## src/rtl/rice_bus_pkg.sv

```systemverilog
// Shared types and helpers for the rice bus arbiter: grant-lock state and
// round-robin index arithmetic.
package rice_bus_pkg;

   typedef enum logic {
      GRANT_OPEN   = 1'b0,
      GRANT_LOCKED = 1'b1
   } grant_state_e;

   // Successor of idx in a ring of n requesters.
   function automatic int unsigned rr_next(input int unsigned idx, input int unsigned n);
      return (idx + 1 >= n) ? 0 : idx + 1;
   endfunction

endpackage

```

## src/rtl/rice_bus_arbiter_id_fifo.sv

```systemverilog
// Synchronous FIFO of master IDs recording the order in which requests were
// accepted, so responses can be routed back in order.
module rice_bus_arbiter_id_fifo
   import rice_bus_pkg::*;
#(
   parameter int ID_WIDTH = 1,
   parameter int DEPTH    = 4
) (
   input  logic                clk,
   input  logic                srst,
   input  logic                push,
   input  logic [ID_WIDTH-1:0] push_id,
   input  logic                pop,
   output logic [ID_WIDTH-1:0] head_id,
   output logic                full,
   output logic                empty
);
   localparam int PTR_W = (DEPTH > 1) ? $clog2(DEPTH) : 1;

   logic [ID_WIDTH-1:0] mem_reg [DEPTH];
   logic [PTR_W-1:0]    wr_ptr_reg;
   logic [PTR_W-1:0]    rd_ptr_reg;
   logic [PTR_W:0]      count_reg;
   logic                push_ok;
   logic                pop_ok;

   assign full    = (count_reg == (PTR_W+1)'(DEPTH));
   assign empty   = (count_reg == '0);
   assign push_ok = push & ~full;
   assign pop_ok  = pop & ~empty;
   assign head_id = mem_reg[rd_ptr_reg];

   always_ff @(posedge clk) begin
      if (push_ok) begin
         mem_reg[wr_ptr_reg] <= push_id;
      end
   end

   // Depth is a power of two, so the pointers wrap by natural overflow.
   always_ff @(posedge clk) begin
      if (srst) begin
         wr_ptr_reg <= '0;
         rd_ptr_reg <= '0;
         count_reg  <= '0;
      end else begin
         if (push_ok) wr_ptr_reg <= wr_ptr_reg + 1'b1;
         if (pop_ok)  rd_ptr_reg <= rd_ptr_reg + 1'b1;
         case ({push_ok, pop_ok})
            2'b10:   count_reg <= count_reg + 1'b1;
            2'b01:   count_reg <= count_reg - 1'b1;
            default: count_reg <= count_reg;
         endcase
      end
   end

   a_count_bound: assert property (@(posedge clk) disable iff (srst)
      count_reg <= (PTR_W+1)'(DEPTH));

endmodule

```

## src/rtl/rice_bus_arbiter.sv

```systemverilog
// Round-robin arbiter sharing one memory-side rice bus among N requesters;
// grants lock until accepted and responses return in acceptance order.
module rice_bus_arbiter
   import rice_bus_pkg::*;
#(
   parameter int N_MASTERS       = 2,
   parameter int ADDR_WIDTH      = 32,
   parameter int DATA_WIDTH      = 32,
   parameter int MAX_OUTSTANDING = 4
) (
   input  logic                              i_clk,
   input  logic                              i_rst,
   input  logic [N_MASTERS-1:0]              i_m_request_valid,
   output logic [N_MASTERS-1:0]              o_m_request_ready,
   input  logic [N_MASTERS*ADDR_WIDTH-1:0]   i_m_address,
   input  logic [N_MASTERS-1:0]              i_m_write,
   input  logic [N_MASTERS*DATA_WIDTH-1:0]   i_m_write_data,
   input  logic [N_MASTERS*DATA_WIDTH/8-1:0] i_m_strobe,
   output logic [N_MASTERS-1:0]              o_m_response_valid,
   input  logic [N_MASTERS-1:0]              i_m_response_ready,
   output logic [N_MASTERS*DATA_WIDTH-1:0]   o_m_read_data,
   output logic [N_MASTERS-1:0]              o_m_error,
   output logic                              o_s_request_valid,
   input  logic                              i_s_request_ready,
   output logic [ADDR_WIDTH-1:0]             o_s_address,
   output logic                              o_s_write,
   output logic [DATA_WIDTH-1:0]             o_s_write_data,
   output logic [DATA_WIDTH/8-1:0]           o_s_strobe,
   input  logic                              i_s_response_valid,
   output logic                              o_s_response_ready,
   input  logic [DATA_WIDTH-1:0]             i_s_read_data,
   input  logic                              i_s_error
);
   localparam int STRB_WIDTH = DATA_WIDTH / 8;
   localparam int ID_WIDTH   = (N_MASTERS > 1) ? $clog2(N_MASTERS) : 1;

   typedef logic [ID_WIDTH-1:0] id_t;

   typedef struct packed {
      logic [ADDR_WIDTH-1:0] address;
      logic                  write;
      logic [DATA_WIDTH-1:0] write_data;
      logic [STRB_WIDTH-1:0] strobe;
   } request_t;

   request_t     req [N_MASTERS];
   request_t     s_payload;
   grant_state_e lock_state_reg;
   id_t          lock_id_reg;
   id_t          prio_reg;
   id_t          grant_id;
   id_t          scan_id;
   id_t          head_id;
   logic         grant_found;
   logic         grant_valid;
   logic         accept;
   logic         fifo_full;
   logic         fifo_empty;
   logic         resp_route;
   logic         resp_pop;
   int unsigned  scan_idx;

   for (genvar gi = 0; gi < N_MASTERS; gi++) begin : g_master
      assign req[gi].address    = i_m_address[gi*ADDR_WIDTH +: ADDR_WIDTH];
      assign req[gi].write      = i_m_write[gi];
      assign req[gi].write_data = i_m_write_data[gi*DATA_WIDTH +: DATA_WIDTH];
      assign req[gi].strobe     = i_m_strobe[gi*STRB_WIDTH +: STRB_WIDTH];

      assign o_m_request_ready[gi]  = accept & (grant_id == id_t'(gi));
      assign o_m_response_valid[gi] = resp_route & i_s_response_valid & (head_id == id_t'(gi));
      assign o_m_read_data[gi*DATA_WIDTH +: DATA_WIDTH] = i_s_read_data;
      assign o_m_error[gi] = i_s_error;
   end

   // A locked grant bypasses the scan; otherwise pick the first valid
   // requester at or after the priority pointer.
   always_comb begin
      grant_id    = lock_id_reg;
      grant_found = 1'b0;
      scan_idx    = 0;
      scan_id     = '0;
      if (lock_state_reg == GRANT_LOCKED) begin
         grant_found = 1'b1;
      end else begin
         for (int unsigned k = 0; k < N_MASTERS; k++) begin
            scan_idx = (32'(prio_reg) + k) % 32'(N_MASTERS);
            scan_id  = id_t'(scan_idx);
            if (!grant_found && i_m_request_valid[scan_id]) begin
               grant_found = 1'b1;
               grant_id    = scan_id;
            end
         end
      end
   end

   assign grant_valid       = grant_found & i_m_request_valid[grant_id];
   assign s_payload         = req[grant_id];
   assign o_s_request_valid = grant_valid & ~fifo_full & ~i_rst;
   assign accept            = o_s_request_valid & i_s_request_ready;
   assign o_s_address       = s_payload.address;
   assign o_s_write         = s_payload.write;
   assign o_s_write_data    = s_payload.write_data;
   assign o_s_strobe        = s_payload.strobe;

   assign resp_route         = ~fifo_empty & ~i_rst;
   assign o_s_response_ready = resp_route & i_m_response_ready[head_id];
   assign resp_pop           = i_s_response_valid & o_s_response_ready;

   always_ff @(posedge i_clk) begin
      if (i_rst) begin
         lock_state_reg <= GRANT_OPEN;
         lock_id_reg    <= '0;
         prio_reg       <= '0;
      end else if (accept) begin
         lock_state_reg <= GRANT_OPEN;
         prio_reg       <= id_t'(rr_next(32'(grant_id), 32'(N_MASTERS)));
      end else if (grant_valid) begin
         lock_state_reg <= GRANT_LOCKED;
         lock_id_reg    <= grant_id;
      end
   end

   rice_bus_arbiter_id_fifo #(
      .ID_WIDTH (ID_WIDTH),
      .DEPTH    (MAX_OUTSTANDING)
   ) u_id_fifo (
      .clk     (i_clk),
      .srst    (i_rst),
      .push    (accept),
      .push_id (grant_id),
      .pop     (resp_pop),
      .head_id (head_id),
      .full    (fifo_full),
      .empty   (fifo_empty)
   );

   a_payload_stable: assert property (@(posedge i_clk) disable iff (i_rst)
      (lock_state_reg == GRANT_LOCKED) |-> $stable(s_payload));

   a_no_orphan_response: assert property (@(posedge i_clk) disable iff (i_rst)
      i_s_response_valid |-> !fifo_empty);

endmodule
```

## config.mk

```make
export PLATFORM = sky130hd
export DESIGN_NAME = rice_bus_arbiter
export DESIGN_NICKNAME = d
export VERILOG_FILES = /design/src/rtl/rice_bus_pkg.sv /design/src/rtl/rice_bus_arbiter_id_fifo.sv /design/src/rtl/rice_bus_arbiter.sv
export SDC_FILE = /design/constraint.sdc
export NUM_CORES = 1
export LEC_CHECK = 0
export ABC_AREA = 1
export BUFFER_PORTS_ARGS = -buffer_cell sky130_fd_sc_hd__buf_2
export CORE_AREA = 2 2 125 127
export DETAILED_ROUTE_END_ITERATION = 7
export DIE_AREA = 0 0 127 129
export SLEW_MARGIN = 20
export SYNTH_ARGS = -nofsm -noshare
export SYNTH_HDL_FRONTEND = slang
export SYNTH_HIERARCHICAL = 1
export SYNTH_SLANG_ARGS = --single-unit
export TNS_END_PERCENT = 5
```

## constraint.sdc

```tcl
create_clock -name i_clk -period 2.1 [get_ports i_clk]
set_input_delay 0.42 -clock i_clk [delete_from_list [all_inputs] [get_ports i_clk]]
set_output_delay 0.42 -clock i_clk [all_outputs]
set_load 0.01 [all_outputs]
```

# Yosys cells after proc, flatten, opt, wreduce, memory -nomap -nowiden
# Memory sizes are Yosys's and may differ from the RTL's. A register that Yosys moved wholly into a read port is not among the register bits.
# Index checks and enable logic that the tools add are counted.
# op_classes
reduce_logical	6
muxes	24
n_eq_ne	3
n_lt_le_gt_ge	6
add_sub_neg	6
bitwise_logic	21
# ops
operator	n
$mux W69	3
$mux W1	18
$and A1 B1 Y1	14
$lt A1 B2 Y1 const B	4
$not A1 Y1	6
$pmux W3 S2	1
$add A2 B1 Y2 const B	2
$ge A2 B2 Y1 const B	2
$mux W2	2
$add A3 B1 Y3 const B	1
$eq A3 B3 Y1 const B	1
$logic_not A3 Y1	1
$sub A3 B1 Y3 const B	1
$add A1 B1 Y2 const B	1
$eq A2 B1 Y1 const B	1
$eq A2 B2 Y1 const B	1
$not A1 Y2	1
$reduce_and A2 Y1	1
$reduce_bool A2 Y1	1
$reduce_or A2 Y1	1
$add A1 B1 Y1 const B	1
$logic_and A1 B1 Y1	1
$logic_not A1 Y1	1
# word_totals
ramBits	4
mem_count	1
wordCells	73
out_inout_bits	141
input_bits	179
reg_bits	10
# mem_list
name	words	width	read_ports	rd_ports_with_merged_regs	wr	line	text
u_id_fifo.mem_reg	4	1	1	1	1	rice_bus_arbiter_id_fifo.sv:20	logic [ID_WIDTH-1:0] mem_reg [DEPTH];

# Longest topological paths before layout
# Gate-level depths: netlist of the first run.
# depth
word_depth	17
depth_mapped	19
ltp_nobuf	19

# By module
# The synthesis of the first run kept the hierarchy.
# by_module_without_submodules
module	seq_area_each_um2	area_each_um2	cells_each	instances
rice_bus_arbiter	60.1	1646.6	335	1
rice_bus_arbiter_id_fifo	300.3	659.4	81	1

# Worst setup path after synthesis of the first run
# No wires, ideal clock.
# synth_path
path_type	register to register
startpoint	memory u_id_fifo.mem_reg[1]
endpoint	register u_id_fifo.count_reg[2]
stages_incl_launch_ff	19
path_buffers	0
period_less_slack_ps	2231
arrival_time_ps	2121
setup_slack_ps	-131
required_time_ps	1990
path_cell_list	edfxtp_1 > nor2_1 > nor2_1 > o21ai_0 > o21ai_0 > inv_1 > o21ai_0 > nor3b_1 > inv_1 > nor2_1 > ha_1 > inv_1 > fa_1 > inv_1 > nand2_1 > nand3_1 > nand2_1 > inv_1 > nor2_1
# synth_rtl
element	line	text
start, declared	rice_bus_arbiter_id_fifo.sv:20	
end signal, assigned	rice_bus_arbiter_id_fifo.sv:49	2'b10: count_reg <= count_reg + 1'b1;
end signal, assigned	rice_bus_arbiter_id_fifo.sv:50	2'b01: count_reg <= count_reg - 1'b1;
end signal, assigned	rice_bus_arbiter_id_fifo.sv:51	default: count_reg <= count_reg;
end, declared	rice_bus_arbiter_id_fifo.sv:23	logic [PTR_W:0] count_reg;

==> results of run 1 <==
[kinds of logic (layout without fill, tap and decap cells)]
logic type	count (synthesis)	count (layout)	synth area share
fa+ha+maj	6	6	0.03581
other cells	0	1	0
buf+inv	112	282	0.3077
simple gates	268	268	0.4672
flops	16	16	0.1563
compound gates	14	14	0.03310
[cells in the mapped netlist, drive strengths merged]
cell type | instances | area, um^2
buf | 80 | 586.8
o21ai | 6 | 30.03
nand4 | 2 | 18.77
inv | 32 | 122.6
fa | 1 | 20.02
edfxtp | 4 | 120.1
a21oi | 6 | 30.03
nor3b | 1 | 7.510
nand3 | 8 | 62.56
ha | 5 | 62.56
o211ai | 1 | 7.510
nand3b | 1 | 7.510
dfxtp | 12 | 240.2
nand2 | 230 | 873.3
nor2 | 26 | 107.6
o2111ai | 1 | 8.760
[worst reg2reg max path, cell delays in order, from the launching register on]
cell and delay, ps:
dfxtp_2 340, inv_2 40, nor2_2 90, nor2_1 40, o21ai_1 110, o21ai_2 110, inv_2 80, o21ai_2 60
nor3b_2 200, inv_1 60, nor2_1 110, ha_2 190, inv_2 50, fa_2 340, inv_1 60, nand2_1 60
nand3_1 60, nand2_1 50, inv_1 40, nor2_1 30
[where the power goes]
| part | switching, mW | internal (mW) |
|---|---|---|
| clock network | 0.122 | 0.253 |
| logic | 0.571 | 0.430 |
| registers | 0.0113 | 0.334 |
| total | 0.705 | 1.02 |
[worst min path at each step]
stage	start	endpoint	slack, ps	depth (start not counted)
detailed placement	u_id_fifo/count_reg[0]$_SDFFE_PP0P_	u_id_fifo/count_reg[0]$_SDFFE_PP0P_	460	1
global route	u_id_fifo/count_reg[0]$_SDFFE_PP0P_	u_id_fifo/count_reg[0]$_SDFFE_PP0P_	490	1
finish	u_id_fifo/count_reg[0]$_SDFFE_PP0P_	u_id_fifo/count_reg[0]$_SDFFE_PP0P_	470	1
CTS	u_id_fifo/count_reg[0]$_SDFFE_PP0P_	u_id_fifo/count_reg[0]$_SDFFE_PP0P_	470	1
global placement	u_id_fifo/count_reg[0]$_SDFFE_PP0P_	u_id_fifo/count_reg[0]$_SDFFE_PP0P_	450	1
floorplan	u_id_fifo/count_reg[0]$_SDFFE_PP0P_	u_id_fifo/count_reg[0]$_SDFFE_PP0P_	440	1
[cell usage in the layout, fill, tap and decap left out, types with 4 or more instances in the layout]
cell and count:
nand2_1 227, buf_2 219, inv_1 24, nor2_1 21, buf_4 21, dfxtp_1 10
inv_2 7, a21oi_1 6, nand3_1 5, ha_1 4, edfxtp_1 4
[repair_timing]
action	CTS	global route
resized for setup	9	7
pin swaps	5	3
buffers inserted	4	1
cloned	0	0
hold buffers	0	0
setup endpoints to repair	2	26
[routing by layer]
layer,vias to the layer above,share of wire
met5,-,0
met1,1183,0.41
met4,0,0.014
li1,1518,-
met2,165,0.46
met3,17,0.12
[cell type report]
| type | count | area share |
|---|---|---|
| Sequential cell | 16 | 0.1061 |
| Antenna cell | 1 | 0.0007321 |
| Multi-Input combinational cell | 288 | 0.3712 |
| Tap cell | 188 | 0.06881 |
| Clock buffer | 3 | 0.02196 |
| Clock inverter | 1 | 0.001098 |
| Inverter | 32 | 0.03587 |
| Timing Repair Buffer | 246 | 0.3942 |
[metrics by stage]
stage / cell area (um^2) / cells / utilization / power (mW) / setup WS (ps)
5_1_grt: 3416 / 774 / 0.2281 / 1.870 / -338.8
4_1_cts: 3393 / 773 / 0.2266 / 1.749 / -64.77
2_1_floorplan: 2317 / 416 / - / 0.9942 / 8.942
3_5_place_dp: 3262 / 765 / 0.2178 / 1.353 / -142.8
3_3_place_gp: 3262 / 765 / 0.2178 / 1.347 / -86.82
6_report: 3418 / 775 / 0.2282 / 1.722 / -129.0
==> results.toml, run 1 <==
[status]
status = "complete, but fails checks"
violations = "setup timing"

[timing]
drv_slew = 0
setup_viol = 2
fin_setup_tns_ps = -197.2
max_freq_mhz = 448.6
layout_setup_ws_ps = -129.0
final.setup_skew_ps = 1.177
rsz0062_at_grt = "true"
worst_pin_slew_ps = 210.0
min_period_ps = 2229
hold_ws_ps = 469.4
slew_headroom = 0.8599
finalHoldViolations = 0
period_share = 1.061

[logic_synthesis]
synth_cell_types = 27
ys_ff_latch = 16
yosysWarnings = 6
seq_area_frac_synth = 0.1563
syn_nets = 601
syn_inst = 416
syn_avg_cell_area_um2 = 5.543
syn_area_um2 = 2306

[floorplanning]
start_util = 0.1540
die_area_um2 = 16380
dieHeight_um = 129
core_um2 = 14980
num_io_pins = 320
die_w_um = 127
rows = 45

[routing]
drtIter0Drc = 117
drc = 0
wl_per_cell_um = 11.47
ant_nets = 0
vias = 2883
first_pass_iters = 4
viasPerCell = 3.720
routed_wl_um = 8886

[global_routing]
grt_overflow = 0
antenna_found_initial = 1
grt_use_met2 = 0.1493
top_usage_layer = "met2"
grt_start_max_net_pins = 33
gr-usage-met3 = 0.04033
grt_pass1_wl_um = 12410
first_global_vias = 2463
met1_usage = 0.1225
gr-usage-all-layers = 0.09564

[setup_path]
cp.depth = 19
cpMaxStageDelayCell = "dfxtp_2"
crit_buf_inv = 6
crit_type = "reg -> reg"
path_cells = "inv_2 > nor2_2 > nor2_1 > o21ai_1 > o21ai_2 > inv_2 > o21ai_2 > nor3b_2 > inv_1 > nor2_1 > ha_2 > inv_2 > fa_2 > inv_1 > nand2_1 > nand3_1 > nand2_1 > inv_1 > nor2_1"
cp_slowest_stage_delay_ps = 340
cp-endpoint = "u_id_fifo/count_reg[2]$_SDFFE_PP0P_"
worstPathArrival_ps = 2370
reg2reg_to = "u_id_fifo/count_reg[2]$_SDFFE_PP0P_"
crit_family = "simple AND/OR/NAND/NOR gates"
cp.required_ps = 2240
cp-start-kind = "flop"
cp_max_fo = 3
r2r_cells = 19
r2r_slack_ps = -130
end_kind = "flop"

[clocking]
cts-buffers-inserted = 3
cts_num_sinks = 16
clock_latency_ps = 250
cts_tree = "yes"
htreeDepth = 1
clock_path_buffers = 2
path_clk_slew_ps = 50
cts_root_buf = "clkbuf_16"

[flow_run]
drv_cap = 0

[placement]
dp_hpwl_um = 7535
portBuffers = 220
place_congestion = 0.8105

[final_layout]
num-nets-final = 772
fillers = 1778
final_layout_size_suffix_gt1_frac = 0.4710
seq_area_um2 = 362.8
area_delta_synth_final_pct = 48.24
multiInputGateArea_um2 = 1269

[power_and_ir_drop]
power.density_nw_per_um2 = 503.7
p_leak_nw = 2.143
peakVddDrop_v = 0.0002407

[hold_path]
hp-class = "reg -> reg"
(Power assumes the default switching activity.)
==> run 2, diff against run 1 <==
--- a/config.mk
+++ b/config.mk
@@ -5,11 +5,11 @@
 export SDC_FILE = /design/constraint.sdc
 export NUM_CORES = 1
 export LEC_CHECK = 0
-export ABC_AREA = 1
 export BUFFER_PORTS_ARGS = -buffer_cell sky130_fd_sc_hd__buf_2
-export CORE_AREA = 2 2 125 127
+export CORE_AREA = 2 2 123 125
 export DETAILED_ROUTE_END_ITERATION = 7
-export DIE_AREA = 0 0 127 129
+export DIE_AREA = 0 0 125 127
+export GPL_TIMING_DRIVEN = 0
 export SLEW_MARGIN = 20
 export SYNTH_ARGS = -nofsm -noshare
 export SYNTH_HDL_FRONTEND = slang
==> results.toml, run 2 <==
[logic_synthesis]
synth_edf_count = 4
synth_ff_type = "dfxtp_1"
synth_area_leader_cell = "buf_4"
syn_area_um2 = 2208
ys_ff_latch = 16
syn_inst = 234
synth_cell_types = 36
synth_top_area_frac = 0.2482
synthArstFlopShare = 0
syn_nets = 419
synth_commonest_cells = "buf_4, mux2_2, mux2_1"
yosysWarnings = 6
yosysMostFrequentCell = "buf_4"
synth.area.top_cells = "buf_4, mux2_2, mux2_1"
seq_area_frac_synth = 0.1632
syn_avg_cell_area_um2 = 9.437

[status]
status = "complete, but fails checks"
violations = "setup timing"

[setup_path]
cp-start-kind = "flop"
crit_type = "reg -> reg"
cp.required_ps = 2270
worstPathArrival_ps = 2830
cp_max_fo = 2
end_kind = "flop"

[final_layout]
multiInputGateArea_um2 = 1484
n_antenna_cell = 0
fillers = 1545
final_common_cell = "buf_2"
final_layout_size_suffix_gt1_frac = 0.8526
area_delta_synth_final_pct = 107.3
seq_area_um2 = 369.1
num-nets-final = 722
final_cell_mix = "buf_2, buf_4, mux2_4, buf_6, mux2_2"

[timing]
finalHoldViolations = 0
final.setup_skew_ps = 3.718
max_freq_mhz = 376.1
layout_setup_ws_ps = -558.8
setup_viol = 71
slew_headroom = 0.7400
period_share = 1.266
rsz0062_at_grt = "true"
drv_slew = 0
min_period_ps = 2659
hold_ws_ps = 496.0
worst_pin_slew_ps = 387.9

[routing]
viasPerCell = 3.853
vias = 2774
ant_nets = 0
wl_per_cell_um = 14.25
first_pass_iters = 4
drc = 0
drtIter0Drc = 54
routed_wl_um = 10260

[floorplanning]
die_w_um = 125
dieHeight_um = 127
die_area_um2 = 15880
start_util = 0.1531
num_io_pins = 320
core_um2 = 14420
rows = 44

[power_and_ir_drop]
p_leak_nw = 2.506
finalPower_mw = 1.867
peakVddDrop_v = 0.0002450
power.density_nw_per_um2 = 407.9

[hold_path]
hp-class = "reg -> reg"

[clocking]
path_clk_slew_ps = 50
cts_num_sinks = 16
ctsHoldBuffers = 0
cts_tree = "yes"
htreeDepth = 1
cts_root_buf = "clkbuf_16"
clock_path_buffers = 2
clock_latency_ps = 250
cts-buffers-inserted = 3

[global_routing]
first_global_vias = 2514
grt_pass1_wl_um = 12840
grt_start_max_net_pins = 11
gr-usage-all-layers = 0.1009
antenna_found_initial = 0
grt_overflow = 0

[flow_run]
drv_cap = 0

[placement]
place_congestion = 0.7254
portBuffers = 286
dp_hpwl_um = 8522
## run 2: changes by cell type after synthesis, sizes merged, moves of 3 or more
cell,change
and2,+7
nor2b,+3
inv,-21
xor2,+3
nor2,-16
mux2i,+3
buf,-6
mux2,+69
nand3,-8
nand2,-228
or3,+3
## run 2: critical path, cell delays in order (launching register included)
cell and delay (ps):
edfxtp_1 370, mux4_2 530, mux2i_1 150, nor3_2 130
and2_4 180, o31ai_4 70, inv_2 70, ha_4 140
inv_2 30, fa_2 320, xor2_1 150, or3_1 300
a21oi_1 120
## run 2: final timing paths
path	startpoint	end	slack, ps	cells past startpoint
setup / recovery	u_id_fifo/mem_reg[3]$_DFFE_PP_	u_id_fifo/count_reg[2]$_SDFFE_PP0P_	-560	12
hold / removal	u_id_fifo/rd_ptr_reg[1]$_SDFFE_PP0P_	u_id_fifo/rd_ptr_reg[1]$_SDFFE_PP0P_	500	2
setup reg to reg	u_id_fifo/mem_reg[3]$_DFFE_PP_	u_id_fifo/count_reg[2]$_SDFFE_PP0P_	-560	12
hold reg to reg	u_id_fifo/rd_ptr_reg[1]$_SDFFE_PP0P_	u_id_fifo/rd_ptr_reg[1]$_SDFFE_PP0P_	500	2
## run 2: cells by family after synthesis
group | count (synthesis) | share of synthesized area
simple gates | 34 | 0.09009
compound gates | 17 | 0.05326
mux | 73 | 0.3756
buf+inv | 85 | 0.2686
flops | 16 | 0.1632
xor+xnor | 3 | 0.01190
fa+ha+maj | 6 | 0.03739
## run 2: where the power goes
group	total, mW	internal [mW]	switching [mW]
combinational	1.12	0.663	0.456
clock	0.406	0.289	0.117
sequential	0.341	0.328	0.0131
total	1.87	1.28	0.586
## run 2: per-stage QoR
stage,util,setup slack (ps),instances,instance area (um^2),TNS [ps]
after floorplan,-,-603.2,234,2213,-977.0
after detailed placement,0.2687,-718.4,704,3875,-33910
after global routing,0.3173,-663.2,720,4577,-8572
after CTS,0.2847,-679.8,711,4106,-5512
final,0.3173,-558.8,720,4577,-4373
after global placement,0.2687,-651.8,704,3875,-32660
## run 2: routing by layer
layer,vias up,share of wire,track usage
li1,1346,-,-
met1,1231,0.38,0.1207
met2,193,0.52,0.1880
met3,4,0.094,0.02345
met4,0,0.0085,0.01438
met5,-,0,0
## run 2: repair_timing
action                     in CTS  in global routing
cloned                          0                  1
setup endpoints to repair      74                 81
resized for setup              30                 85
pin swaps                       5                  5
buffers inserted                3                  8
## run 2: cell type report
type / count / share of cell area
Multi-Input combinational cell: 133 / 0.3242
Timing Repair Buffer: 298 / 0.3808
Tap cell: 184 / 0.05030
Buffer: 74 / 0.1356
Inverter: 11 / 0.009021
Sequential cell: 16 / 0.08065
Clock buffer: 4 / 0.01941
